`config.mk`:
```
export PLATFORM = sky130hd
export DESIGN_NAME = vga_timing_gen_flat
export DESIGN_NICKNAME = d
export VERILOG_FILES = /design/src/rtl/vga_pkg.sv /design/src/rtl/vga_if.sv /design/src/rtl/vga_wrap_counter.sv /design/src/rtl/vga_timing_gen.sv /design/src/flat_wrapper.sv
export SDC_FILE = /design/constraint.sdc
export NUM_CORES = 1
export LEC_CHECK = 0
export CORE_MARGIN = 10
export CORE_UTILIZATION = 40
export CTS_CLUSTER_SIZE = 40
export DETAILED_ROUTE_END_ITERATION = 10
export DONT_BUFFER_PORTS = 1
export PLACE_DENSITY_LB_ADDON = 0.05
export RECOVER_POWER = 25
export SLEW_MARGIN = 10
export SYNTH_ARGS = -nofsm -noshare
export SYNTH_HDL_FRONTEND = slang
export SYNTH_SLANG_ARGS = --single-unit
```
`constraint.sdc`:
```
create_clock -name clk -period 3 [get_ports clk]
set_input_delay 0.9 -clock clk [delete_from_list [all_inputs] [get_ports clk]]
set_output_delay 0.9 -clock clk [all_outputs]
set_load 0.02 [all_outputs]
```
`src/rtl/vga_pkg.sv`:
```
// Shared timing constants, counter type and helper functions for the VGA
// timing generator. Defaults describe 800x600@60.
package vga_pkg;

    localparam int CNT_W   = 11;
    localparam int CNT_LIM = 2048;

    localparam int DEF_H_ACTIVE = 800;
    localparam int DEF_H_FP     = 40;
    localparam int DEF_H_SYNC   = 128;
    localparam int DEF_H_BP     = 88;
    localparam int DEF_V_ACTIVE = 600;
    localparam int DEF_V_FP     = 1;
    localparam int DEF_V_SYNC   = 4;
    localparam int DEF_V_BP     = 23;

    typedef logic [CNT_W-1:0] cnt_t;

    // Registered per-position flags, all describing the same (hcount, vcount).
    typedef struct packed {
        logic hsync;
        logic vsync;
        logic hblnk;
        logic vblnk;
        logic de;
        logic line_start;
        logic frame_start;
    } vga_flags_t;

    function automatic int h_tot(int active, int fp, int sync, int bp);
        return active + fp + sync + bp;
    endfunction

    function automatic int v_tot(int active, int fp, int sync, int bp);
        return active + fp + sync + bp;
    endfunction

    // True when lo <= pos < hi.
    function automatic logic in_window(cnt_t pos, cnt_t lo, cnt_t hi);
        return (pos >= lo) && (pos < hi);
    endfunction

endpackage

```
`src/rtl/vga_if.sv`:
```
// Bundle of VGA position and sync/blank signals. The generator drives it
// through the out modport; consumers use slave.
interface vga_if;
    import vga_pkg::*;

    cnt_t hcount;
    cnt_t vcount;
    logic hsync;
    logic vsync;
    logic hblnk;
    logic vblnk;

    modport master (output hcount, vcount, hsync, vsync, hblnk, vblnk);
    modport slave  (input  hcount, vcount, hsync, vsync, hblnk, vblnk);
    // Alias of master under the name the timing generator binds to.
    modport out    (output hcount, vcount, hsync, vsync, hblnk, vblnk);
endinterface

```
`src/rtl/vga_wrap_counter.sv`:
```
// Counter 0..MAX-1 with increment enable, wrap indication and synchronous
// reset. Also exposes the value it will hold after the next edge so that
// registered flags can be derived from it without lagging.
module vga_wrap_counter
    import vga_pkg::*;
#(
    parameter int MAX = 1056
) (
    input  logic clk,
    input  logic rst,
    input  logic i_inc,
    output cnt_t o_count,
    output cnt_t o_next,
    output logic o_wrap
);

    cnt_t r_count;
    cnt_t w_next;

    assign o_wrap = i_inc && (r_count == cnt_t'(MAX - 1));

    // Next count: reset to zero, otherwise step or wrap when incremented.
    always_comb begin
        // NOTE: default first so every path assigns w_next and no latch is inferred.
        w_next = r_count;
        if (rst) begin
            w_next = '0;
        end else if (i_inc) begin
            w_next = o_wrap ? '0 : r_count + 1'b1;
        end
    end

    // Count register.
    always_ff @(posedge clk) begin
        // NOTE: non-blocking for state so every register samples pre-edge values.
        r_count <= w_next;
    end

    assign o_count = r_count;
    assign o_next  = w_next;

endmodule

```
`src/rtl/vga_timing_gen.sv`:
```
// VGA timing generator: horizontal/vertical counters with registered sync,
// blank, data-enable and start pulses, all consistent with the counters.
// Optional macro VGA_TIMING_FRAME_CNT_EN adds a 16-bit frame counter output.
module vga_timing_gen
    import vga_pkg::*;
#(
    parameter int   H_ACTIVE = DEF_H_ACTIVE,
    parameter int   H_FP     = DEF_H_FP,
    parameter int   H_SYNC   = DEF_H_SYNC,
    parameter int   H_BP     = DEF_H_BP,
    parameter int   V_ACTIVE = DEF_V_ACTIVE,
    parameter int   V_FP     = DEF_V_FP,
    parameter int   V_SYNC   = DEF_V_SYNC,
    parameter int   V_BP     = DEF_V_BP,
    parameter logic H_POL    = 1'b1,
    parameter logic V_POL    = 1'b1
) (
    input  logic   clk,
    input  logic   rst,
    input  logic   en,
    vga_if.out     out,
    output logic   de,
    output logic   line_start,
`ifdef VGA_TIMING_FRAME_CNT_EN
    output logic   frame_start,
    output logic [15:0] frame_cnt
`else
    output logic   frame_start
`endif
);

    localparam int H_TOT = h_tot(H_ACTIVE, H_FP, H_SYNC, H_BP);
    localparam int V_TOT = v_tot(V_ACTIVE, V_FP, V_SYNC, V_BP);

    localparam cnt_t H_BLNK_START = cnt_t'(H_ACTIVE);
    localparam cnt_t H_SYNC_START = cnt_t'(H_ACTIVE + H_FP);
    localparam cnt_t H_SYNC_END   = cnt_t'(H_ACTIVE + H_FP + H_SYNC);
    localparam cnt_t V_BLNK_START = cnt_t'(V_ACTIVE);
    localparam cnt_t V_SYNC_START = cnt_t'(V_ACTIVE + V_FP);
    localparam cnt_t V_SYNC_END   = cnt_t'(V_ACTIVE + V_FP + V_SYNC);

    if (H_TOT > CNT_LIM || V_TOT > CNT_LIM) begin : g_bad_total
        $error("vga_timing_gen: H_TOT or V_TOT exceeds 11-bit counter range");
    end
    if (H_ACTIVE == 0 || H_FP == 0 || H_SYNC == 0 || H_BP == 0 ||
        V_ACTIVE == 0 || V_FP == 0 || V_SYNC == 0 || V_BP == 0) begin : g_bad_zero
        $error("vga_timing_gen: timing parameters must be non-zero");
    end

    cnt_t       w_h_count, w_h_next, w_v_count, w_v_next;
    logic       w_h_wrap, w_v_wrap;
    vga_flags_t w_next_flags;
    vga_flags_t r_flags;

    vga_wrap_counter #(.MAX(H_TOT)) u_hcnt (
        .clk     (clk),
        .rst     (rst),
        .i_inc   (en),
        .o_count (w_h_count),
        .o_next  (w_h_next),
        .o_wrap  (w_h_wrap)
    );

    vga_wrap_counter #(.MAX(V_TOT)) u_vcnt (
        .clk     (clk),
        .rst     (rst),
        .i_inc   (w_h_wrap),
        .o_count (w_v_count),
        .o_next  (w_v_next),
        .o_wrap  (w_v_wrap)
    );

    // Flags for the position the counters are about to take.
    always_comb begin
        w_next_flags             = '0;
        w_next_flags.hblnk       = (w_h_next >= H_BLNK_START);
        w_next_flags.vblnk       = (w_v_next >= V_BLNK_START);
        w_next_flags.de          = !(w_next_flags.hblnk || w_next_flags.vblnk);
        w_next_flags.hsync       = in_window(w_h_next, H_SYNC_START, H_SYNC_END) ? H_POL : ~H_POL;
        w_next_flags.vsync       = in_window(w_v_next, V_SYNC_START, V_SYNC_END) ? V_POL : ~V_POL;
        w_next_flags.line_start  = (w_h_next == '0);
        w_next_flags.frame_start = (w_h_next == '0) && (w_v_next == '0);
    end

    // Flag register: reset to the (0,0) state, hold while disabled.
    always_ff @(posedge clk) begin
        if (rst) begin
            r_flags <= '{hsync: ~H_POL, vsync: ~V_POL, hblnk: 1'b0, vblnk: 1'b0,
                         de: 1'b1, line_start: 1'b1, frame_start: 1'b1};
        end else if (en) begin
            r_flags <= w_next_flags;
        end
    end

`ifdef VGA_TIMING_FRAME_CNT_EN
    logic [15:0] r_frame_cnt;

    // Count every enabled step that lands on (0,0); wraps naturally at 16 bits.
    always_ff @(posedge clk) begin
        if (rst) begin
            r_frame_cnt <= '0;
        end else if (en && w_next_flags.frame_start) begin
            r_frame_cnt <= r_frame_cnt + 16'd1;
        end
    end

    assign frame_cnt = r_frame_cnt;
`endif

    assign out.hcount  = w_h_count;
    assign out.vcount  = w_v_count;
    assign out.hsync   = r_flags.hsync;
    assign out.vsync   = r_flags.vsync;
    assign out.hblnk   = r_flags.hblnk;
    assign out.vblnk   = r_flags.vblnk;
    assign de          = r_flags.de;
    assign line_start  = r_flags.line_start;
    assign frame_start = r_flags.frame_start;

endmodule

```
`src/flat_wrapper.sv`:
```
// flat-port wrapper written by rule: the top's interface ports become plain ports
module vga_timing_gen_flat import vga_pkg::*;
#(
    parameter int   H_ACTIVE = DEF_H_ACTIVE,
    parameter int   H_FP     = DEF_H_FP,
    parameter int   H_SYNC   = DEF_H_SYNC,
    parameter int   H_BP     = DEF_H_BP,
    parameter int   V_ACTIVE = DEF_V_ACTIVE,
    parameter int   V_FP     = DEF_V_FP,
    parameter int   V_SYNC   = DEF_V_SYNC,
    parameter int   V_BP     = DEF_V_BP,
    parameter logic H_POL    = 1'b1,
    parameter logic V_POL    = 1'b1
)
  (clk, rst, en, de, line_start, frame_start, out_hcount, out_vcount, out_hsync, out_vsync, out_hblnk, out_vblnk);
  vga_if out_i ();
  input  logic clk;
  input  logic rst;
  input  logic en;
  output logic de;
  output logic line_start;
  output logic frame_start;
  output wire logic [$bits(out_i.hcount)-1:0] out_hcount;
  output wire logic [$bits(out_i.vcount)-1:0] out_vcount;
  output wire logic [$bits(out_i.hsync)-1:0] out_hsync;
  output wire logic [$bits(out_i.vsync)-1:0] out_vsync;
  output wire logic [$bits(out_i.hblnk)-1:0] out_hblnk;
  output wire logic [$bits(out_i.vblnk)-1:0] out_vblnk;
  assign out_hcount = out_i.hcount;
  assign out_vcount = out_i.vcount;
  assign out_hsync = out_i.hsync;
  assign out_vsync = out_i.vsync;
  assign out_hblnk = out_i.hblnk;
  assign out_vblnk = out_i.vblnk;
  vga_timing_gen #(.H_ACTIVE(H_ACTIVE), .H_FP(H_FP), .H_SYNC(H_SYNC), .H_BP(H_BP), .V_ACTIVE(V_ACTIVE), .V_FP(V_FP), .V_SYNC(V_SYNC), .V_BP(V_BP), .H_POL(H_POL), .V_POL(V_POL)) u_core (.clk(clk), .rst(rst), .en(en), .out(out_i), .de(de), .line_start(line_start), .frame_start(frame_start));
endmodule
```
==> results of run 1 <==
[how the worst min path moves through the flow]
stage	slack, ns	end	from	cells past startpoint
after floorplan	0.52	u_core.u_hcnt.o_count[1]	u_core.u_hcnt.o_count[1]	2
after global placement	0.56	u_core.out.hsync	u_core.out.hsync	2
after detailed placement	0.56	u_core.out.hsync	u_core.out.hsync	2
after CTS	0.57	u_core.out.hsync	u_core.out.hsync	2
after global routing	0.59	u_core.out.hsync	u_core.out.hsync	2
final	0.56	u_core.out.hsync	u_core.out.hsync	2
[synthesized netlist by cell type, types with 2 or more instances]
library cell and number:
ha_1 2, buf_2 2, xor2_1 4, a211oi_1 3
xnor2_1 12, o31ai_1 5, nand4_1 10, dfxtp_1 29
o21ai_0 5, inv_1 5, clkbuf_1 9, a31oi_1 4
nor2b_1 2, nor3_1 10, or3_1 3, nor4_1 4
or4_4 2, nor2_1 26, nand2_1 13, nand3_1 10
and3_1 5, o211ai_1 2, or4_1 3, a21oi_1 9
[cell usage in the layout, fill, tap and decap left out, types with 3 or more instances in the layout]
cell,synthesis,routed
xnor2_1,12,12
a31oi_1,4,4
buf_4,0,20
clkbuf_8,0,5
a21oi_1,9,9
nor3_1,10,10
nor2_1,26,26
o21ai_0,5,5
clkbuf_1,9,4
nand4_1,10,10
dfxtp_1,29,27
a211oi_1,3,3
nand2_1,13,13
or3_1,3,3
and3_1,5,5
nor4_1,4,4
nand3_1,10,10
xor2_1,4,4
or4_1,3,3
o31ai_1,5,5
inv_1,5,5
[stage by stage]
stage | util (%) | instance area (sq um) | total power, mW | worst slack (ns) | hold WS, ns
after detailed placement | 47.7 | 1790 | 0.443 | -0.00375 | 0.559
final | 50.9 | 1910 | 0.926 | 0.184 | 0.559
after floorplan | - | 1590 | 0.435 | 0.0739 | 0.521
after global placement | 47.7 | 1790 | 0.443 | -0.0159 | 0.557
after CTS | 51.3 | 1920 | 0.932 | 0.163 | 0.569
after global routing | 50.9 | 1910 | 0.955 | 0.000805 | 0.585
[flip-flops by register name, summed over array words and instances, names as in the netlist]
name and flops:
u_core.de 1, u_core.frame_start 1, u_core.line_start 1, u_core.out.hblnk 1, u_core.out.hsync 1, u_core.out.vblnk 1, u_core.out.vsync 1, u_core.u_hcnt.o_count 11
u_core.u_vcnt.o_count 11
[cell type report]
cell class,count,share of cell area [%]
inverters,6,1.18
clock buffers,5,3.61
flip-flops and latches,29,30.6
clock inverters,3,3.41
well taps,48,3.15
repair buffers,24,8.67
multi-input cells,154,49.4
[power by group]
| group | leakage (nW) | total [mW] | internal [mW] | switching (mW) |
|---|---|---|---|---|
| registers | 0.236 | 0.400 | 0.391 | 0.00886 |
| clock network | 0.0681 | 0.492 | 0.330 | 0.163 |
| logic | 0.373 | 0.0340 | 0.0138 | 0.0202 |
| total | 0.677 | 0.926 | 0.735 | 0.192 |
[worst max-delay path, delay by kind of cell (launching register included)]
kind | cells | cell delay (ns)
AND/OR/NAND/NOR | 3 | 1.34
AO/OA/AOI/OAI | 3 | 1.12
flip-flops | 1 | 0.31
[per-layer routing]
metal | vias to the layer above | routed length [um] | GRT usage [%]
met5 | - | 0 | 0
met2 | 37 | 2290 | 21.9
met4 | 0 | 89 | 5.38
met1 | 790 | 2030 | 15.5
met3 | 8 | 382 | 5.57
li1 | 774 | - | -
[kinds of logic (layout without fill, tap and decap cells)]
logic type	after synthesis	count (layout)	synth area share, %
and+or+nand+nor	94	94	30.7
xor gates and xnor gates	16	16	8.83
adders and majority gates	2	2	1.58
buffers and inverters	17	38	4.18
DFF	29	29	36.6
AOI/OAI and AO/OA	42	42	18.2
==> summary.txt, run 1 <==
Worst setup path
  – R2R depth: 6
  – CP arrival: 3.05 ns
  – R2r startpoint: u_core.u_hcnt.o_count[5]
  – Crit path required time: 3.24 ns
  – Beginning of the critical path: u_core.u_hcnt.o_count[5]
  – Reg2reg end: u_core.frame_start
  – Critical-path cell list: or3_1 -> or4_1 -> o31ai_1 -> nand3_1 -> o41ai_1 -> a31o_2
  – Worst setup SP type: flop
  – Crit path to: u_core.frame_start
  – R2R Setup Slk: 0.18 ns
  – CP peak stage delay: 0.70 ns
  – Crit. End Element: flop
  – Setup Crit Path Kind: reg2reg
  – Slowest CP cell: or4_1
  – CP Max Fanout: 7

Synthesis
  – Number of synthesized register bits: 29
  – Post-synth top area share: 36.6%
  – Syn_area_per_cell: 7.94 sq um
  – Ys Warns: 0
  – Mapped Nets: 205
  – Post-synthesis sequential area ratio: 36.6%
  – Synth async-reset ratio: 0%
  – Netlist Area Pre-Place: 0.00159 sq mm
  – Cell variety after synth: 45
  – Largest area contributor in the netlist: dfxtp_1
  – Synth area leaders: dfxtp_1 37%, xnor2_1 6.6%, nor2_1 6.1%, nand4_1 3.9%, nand3_1 3.2%
  – Cells after Synth: 200
  – Post-synth EDFFs: 0
  – Ys flop type: dfxtp_1

Floorplanning
  – Die height: 83.0 um
  – Boundary pin count: 32
  – FP Rows: 22
  – Die width: 83.0 um
  – Core region area: 0.00374 sq mm
  – Die area: 0.00689 sq mm
  – Initial Utilization: 42.4%

Clock network
  – Clock Pin Slew Worst Setup and Hold Paths: 0.07 ns
  – Post-CTS Setup Bufs: 0
  – CTS sink count: 29
  – H-tree depth: 2
  – Hold buffer count at CTS: 0
  – TritonCTS Buffers: 5
  – Clock Tree Buf Depth: 2
  – TritonCTS clock tree: built
  – Clock Tree Root: clkbuf_8
  – Clk_lat worst skew: 0.29 ns
  – Post-cts resize count: 0

Finish
  – Layout Nets: 225
  – Multi-input gate area: 941 sq um
  – Number of diodes: 0
  – Area grow syn2layout: 20.0%
  – Number of fill cells in the layout: 383
  – Final Non-Filler Cells: 269
  – FF+latch area: 583 sq um
  – Layout cell share with drive strength beyond 1: 16.3%

Route
  – Iter 0 DRT Violations: 133
  – Total number of vias: 1609
  – Routed Antenna Nets: 0
  – DRC viols: 0
  – Via-to-Cell Ratio: 5.98
  – Routed WL: 4790 um
  – Routed len/inst: 17.8 um
  – Pre-Repair DR Iteration Count: 4

Timing
  – RSZ-0062 raised after global routing: no
  – Max_slew headroom: 68.1%
  – Min cycle time layout: 2.82 ns
  – Fin Setup TNS: 0 ns
  – Max frequency: 355 MHz
  – Fin crit share: 93.9%
  – Clock Skew: 0.00896 ns
  – Final number of setup-violating endpoints: 0
  – Fin. Hold Viols: 0
  – Max Slew Vio Count: 0
  – Worst slew pin tran: 0.474 ns

Hold path
  – Hold Crit Class: reg2reg

Place
  – Placer Congestion: 0.853
  – HPWL after DPL: 3570 um
  – PortBufs: 0
  – Placed Cells: 261

Global routing
  – Antenna violations before repair: 0
  – GRT Overall Usage: 13.6%
  – Grt total ovfl: 0
  – First-pass GRT wire length: 7890 um
  – Largest net degree at the start of global routing: 23
  – Vias in the first global route: 1551

Outcome
  – Outcome: complete, no violations

Job
  – Max-cap check violation count: 0

Power
  – Worst vdd ir: 0.277 mV
  – PwrDens: 486 mW/mm^2
  – Leakage: 0.677 nW
No activity file was read; power rests on OpenSTA's default activity.
==> run 2, diff against run 1 <==
- CAP_MARGIN: unset -> 20
- clock period: 3 -> 3.45 ns (I/O delays scaled with it)
==> run 2 against run 1 <==
Die area did not move. Clock-buffer cell count stayed put. Maximum frequency shrank 7.3%. Non-clock buffer count fell by 12. Cell area shrank 4.9%. Setup slack improved by 0.23 ns. Clock skew up 0.0026 ns. Global-route usage shrank 0.56 points. Hold slack better by 0.0022 ns. Largest cell class unchanged. Largest power group unchanged.
==> summary.txt, run 2 (synthesis results as in run 1) <==
Outcome
  – Outcome: complete, no violations

Worst setup path
  – Delay-heaviest family, CP: compound AO/OA/AOI/OAI gates
  – R2r startpoint: u_core.u_hcnt.o_count[1]
  – Critical-path cell list: ha_1 -> clkbuf_1 -> nand4_1 -> or4_1 -> o31ai_1 -> nand3_1 -> o41ai_1 -> a31o_2
  – Setup Crit Path Kind: reg2reg
  – Crit. End Element: flop
  – R2R Setup Slk: 0.41 ns
  – WP depth: 8
  – Crit path to: u_core.frame_start
  – R2R depth: 8
  – Beginning of the critical path: u_core.u_hcnt.o_count[1]
  – Worst setup SP type: flop
  – CP bufs+invs: 1
  – CP peak stage delay: 0.59 ns
  – CP arrival: 3.27 ns
  – Crit path required time: 3.68 ns
  – Reg2reg end: u_core.frame_start
  – CP Max Fanout: 9
  – Slowest CP cell: or4_1

Hold path
  – HP Start: u_core.out.hsync
  – Hold Crit Class: reg2reg

Route
  – Total number of vias: 1546
  – Iter 0 DRT Violations: 174
  – Routed Antenna Nets: 0
  – Via-to-Cell Ratio: 6.02
  – Routed len/inst: 17.8 um
  – Routed WL: 4560 um
  – DRC viols: 0
  – Pre-Repair DR Iteration Count: 4

Place
  – HPWL after DPL: 3490 um
  – PortBufs: 0
  – Placer Congestion: 0.847

Clock network
  – Post-CTS Setup Bufs: 0
  – Clk_lat worst skew: 0.29 ns
  – Hold buffer count at CTS: 0
  – CTS sink count: 29
  – Post-cts resize count: 0
  – Clock Tree Buf Depth: 2
  – Clock Pin Slew Worst Setup and Hold Paths: 0.06 ns
  – H-tree depth: 2
  – TritonCTS Buffers: 5
  – Clock Tree Root: clkbuf_8
  – TritonCTS clock tree: built

Floorplanning
  – Core region area: 0.00374 sq mm
  – Die height: 83.0 um
  – Boundary pin count: 32
  – Die width: 83.0 um
  – Die area: 0.00689 sq mm
  – FP Rows: 22
  – Initial Utilization: 42.4%

Finish
  – Layout cell share with drive strength beyond 1: 10.5%
  – Most frequent cells in the layout: 29 x dfxtp_1, 26 x nor2_1, 13 x nand2_1
  – Area grow syn2layout: 14.2%
  – Fin util: 48.4%
  – Most common cell after layout, fill and taps aside: dfxtp_1
  – Layout Nets: 213
  – Number of diodes: 0

Timing
  – Fin. Hold Viols: 0
  – Worst slew pin tran: 0.589 ns
  – Max frequency: 329 MHz
  – Fin Setup TNS: 0 ns
  – Max_slew headroom: 60.7%
  – Fin crit share: 88.0%
  – Clock Skew: 0.0116 ns
  – Max Slew Vio Count: 0
  – Final number of setup-violating endpoints: 0
  – RSZ-0062 raised after global routing: no
  – Min cycle time layout: 3.04 ns

Global routing
  – Largest net degree at the start of global routing: 23
  – Vias in the first global route: 1403
  – Grt total ovfl: 0
  – First-pass GRT wire length: 7550 um
  – Antenna violations before repair: 0
  – GRT Overall Usage: 13.0%

Job
  – Max-cap check violation count: 0

Power
  – Clock share of power: 53.1%
  – Logic pwr share: 3.3%
  – Worst vdd ir: 0.249 mV
  – Sw frac: 20.4%
  – Sequential share of power: 43.7%
  – PwrDens: 442 mW/mm^2
  – Total power: 0.801 mW
  – Pint: 0.638 mW
  – Leakage: 0.615 nW
  – Sw Pwr: 0.163 mW
==> run 2: worst min path at each step <==
stage | endpoint | cells after the start
after detailed placement | u_core.out.hsync | 2
after global placement | u_core.out.hsync | 2
after floorplan | u_core.out.hsync | 2
after CTS | u_core.out.hsync | 2
after global routing | u_core.out.hsync | 2
final | u_core.out.hsync | 2
==> run 2: area by class of cell <==
type | count | area, sq um
clock inverter | 3 | 65.1
clock buffer | 5 | 68.8
multi-input combinational | 154 | 941
fill | 397 | 1930
tap | 48 | 60.1
inverter | 6 | 22.5
timing repair buffer | 12 | 75.1
sequential | 29 | 581
==> run 2: power by group through the flow <==
stage	logic, mW	clock network [mW]	registers, mW
3_3_place_gp	0.0259	0	0.358
2_1_floorplan	0.0205	0	0.358
3_5_place_dp	0.0261	0	0.358
4_1_cts	0.0263	0.434	0.350
5_1_grt	0.0293	0.448	0.351
6_report	0.0262	0.425	0.350
==> run 2: metal layers <==
layer  share of wire, %  vias up  track usage (%)
li1                   -      757                -
met1                 45      736             16.7
met2                 45       47             18.6
met3                8.3        6             5.76
met4                1.1        0             4.77
met5                  0        -                0
==> run 2: through the flow <==
stage,cell area (sq um),std cells,setup WS [ns],hold WS [ns]
floorplan,1590,200,0.396,0.535
global route,1810,257,0.177,0.591
detailed placement,1690,249,0.285,0.558
finish,1810,257,0.413,0.561
global placement,1690,249,0.328,0.556
CTS,1830,257,0.474,0.568
==> run 2: tightest hold or removal path: cells and delay by family (launching register included) <==
family,cells,cell delay (ns)
AO/OA/AOI/OAI,1,0.06
flip-flops,1,0.38
AND/OR/NAND/NOR,1,0.09
==> run 3, diff against run 2 <==
- clock period: 3.45 -> 3.4 ns (I/O delays scaled with it)
==> run 3 against run 2 <==
First-iteration DRC count shrank 8.6%. Setup slack worse by 0.019 ns. Register-to-register slack worse by 0.02 ns. Clock-buffer cell count increased by 2. Global-route usage barely moved. Sequential share of layout area rose by 0.38 points. Routed wire length rose by 0.24%. Clock power decreased by 33%. Non-clock buffer count rose by 3. Power shrank 17%. Critical path type unchanged. Combinational power up 11%. Flip-flop and latch count unchanged.
==> summary.txt, run 3 (synthesis results as in run 1) <==
Outcome
  – Outcome: complete, no violations

Clock network
  – Post-cts resize count: 0
  – Clock Pin Slew Worst Setup and Hold Paths: 0.06 ns
  – TritonCTS Buffers: 5
  – TritonCTS clock tree: built
  – Clk_lat worst skew: 0.27 ns
  – Hold buffer count at CTS: 0
  – Post-CTS Setup Bufs: 0
  – CTS sink count: 29
  – Clock Tree Root: clkbuf_8
  – H-tree depth: 2
  – Clock Tree Buf Depth: 2

Global routing
  – Vias in the first global route: 1460
  – Met1 Track Usage GR: 16.5%
  – GRT Overall Usage: 13.0%
  – First-pass GRT wire length: 7650 um
  – Met3 Use GR: 4.30%
  – Antenna violations before repair: 0
  – Grt total ovfl: 0
  – Largest net degree at the start of global routing: 23
  – Most Crowded Layer GR: met2
  – GR Util met2: 20.0%

Route
  – Routed Antenna Nets: 0
  – Via-to-Cell Ratio: 5.84
  – DRC viols: 0
  – Routed WL: 4580 um
  – Iter 0 DRT Violations: 159
  – Total number of vias: 1513
  – Pre-Repair DR Iteration Count: 4
  – Routed len/inst: 17.7 um

Worst setup path
  – Setup Crit Path Kind: reg2reg
  – CP arrival: 3.17 ns
  – R2R Setup Slk: 0.39 ns
  – Crit. End Element: flop
  – Worst setup SP type: flop
  – CP Max Fanout: 8
  – Crit path required time: 3.56 ns

Timing
  – Min cycle time layout: 3.01 ns
  – RSZ-0062 raised after global routing: no
  – Worst slew pin tran: 0.606 ns
  – Clock Skew: 0.00782 ns
  – Hold slack: 0.559 ns
  – Max Slew Vio Count: 0
  – Fin. Hold Viols: 0
  – Max_slew headroom: 59.6%
  – PnR worst setup slack: 0.393 ns
  – Fin crit share: 88.4%
  – Fin Setup TNS: 0 ns
  – Max frequency: 333 MHz
  – Final number of setup-violating endpoints: 0

Power
  – Sw Pwr: 0.149 mW
  – Pint: 0.517 mW
  – Clock share of power: 42.7%
  – Sw frac: 22.4%
  – Logic pwr share: 4.4%
  – Sequential share of power: 52.9%
  – PwrDens: 372 mW/mm^2
  – Worst vdd ir: 0.203 mV
  – Leakage: 0.611 nW

Place
  – HPWL after DPL: 3480 um
  – Placer Congestion: 0.840
  – Pre-CTS setup slack: 0.248 ns
  – PortBufs: 0
  – Placed Cells: 252

Floorplanning
  – Boundary pin count: 32
  – Initial Utilization: 42.4%
  – Die area: 0.00689 sq mm
  – FP Rows: 22
  – Die height: 83.0 um
  – Core region area: 0.00374 sq mm
  – Die width: 83.0 um

Finish
  – Most frequent cells in the layout: 29 x dfxtp_1, 26 x nor2_1, 13 x nand2_1
  – Layout cell share with drive strength beyond 1: 11.4%
  – Layout Nets: 216
  – Number of diodes: 0
  – Most common cell after layout, fill and taps aside: dfxtp_1
  – Area grow syn2layout: 12.8%
  – Final Non-Filler Cells: 259

Job
  – Max-cap check violation count: 0

Hold path
  – Hold Crit Class: reg2reg
==> run 3: cell count changes in the layout (fill, tap and decap cells not counted), sizes merged <==
cell | previous run | this run
buf | 8 | 12
bufinv | 2 | 0
clkbuf | 9 | 10
clkinv | 2 | 1
==> run 3: critical path, cell delays in order (launching register included) <==
cell and delay, ns:
dfxtp_1 0.30, clkbuf_1 0.47, nand2_1 0.16, or4_4 0.62, or4_4 0.55, a21oi_2 0.19
and3_1 0.19, a211oi_1 0.10, a221o_1 0.32
==> run 3: per-layer routing <==
metal | share of wire [%] | wire [um]
met1 | 45 | 2060
met2 | 47 | 2140
met3 | 7.9 | 361
met4 | 0.37 | 17
met5 | 0 | 0
==> run 3: final cells by class <==
cell class                 instances  area, sq um
clock buffer                       7         86.3
sequential                        29          581
inverter                           6         22.5
timing repair buffer              15          101
tap                               48         60.1
fill                             409         1950
multi-input combinational        154          941
==> run 3: worst paths after layout <==
path | startpoint | endpoint | cells after the start
setup reg to reg | u_core.u_hcnt.o_count[3] | u_core.de | 8
setup / recovery | u_core.u_hcnt.o_count[3] | u_core.de | 8
hold / removal | u_core.out.hsync | u_core.out.hsync | 2
hold reg to reg | u_core.out.hsync | u_core.out.hsync | 2
==> run 3: power groups by stage <==
| stage | clock network (mW) | logic [mW] | registers (mW) |
|---|---|---|---|
| 2_1_floorplan | 0 | 0.0209 | 0.363 |
| 3_3_place_gp | 0 | 0.0295 | 0.361 |
| 3_5_place_dp | 0 | 0.0297 | 0.361 |
| 4_1_cts | 0.292 | 0.0298 | 0.353 |
| 5_1_grt | 0.310 | 0.0343 | 0.353 |
| 6_report | 0.285 | 0.0292 | 0.353 |
==> run 3: metrics by stage <==
stage                     total power, mW  utilization (%)  instance area, sq um
after floorplan                     0.384                -                  1590
after global placement              0.390             45.9                  1720
after detailed placement            0.390             45.9                  1720
after CTS                           0.675             48.2                  1800
after global routing                0.698             47.9                  1790
final                               0.667             47.9                  1790
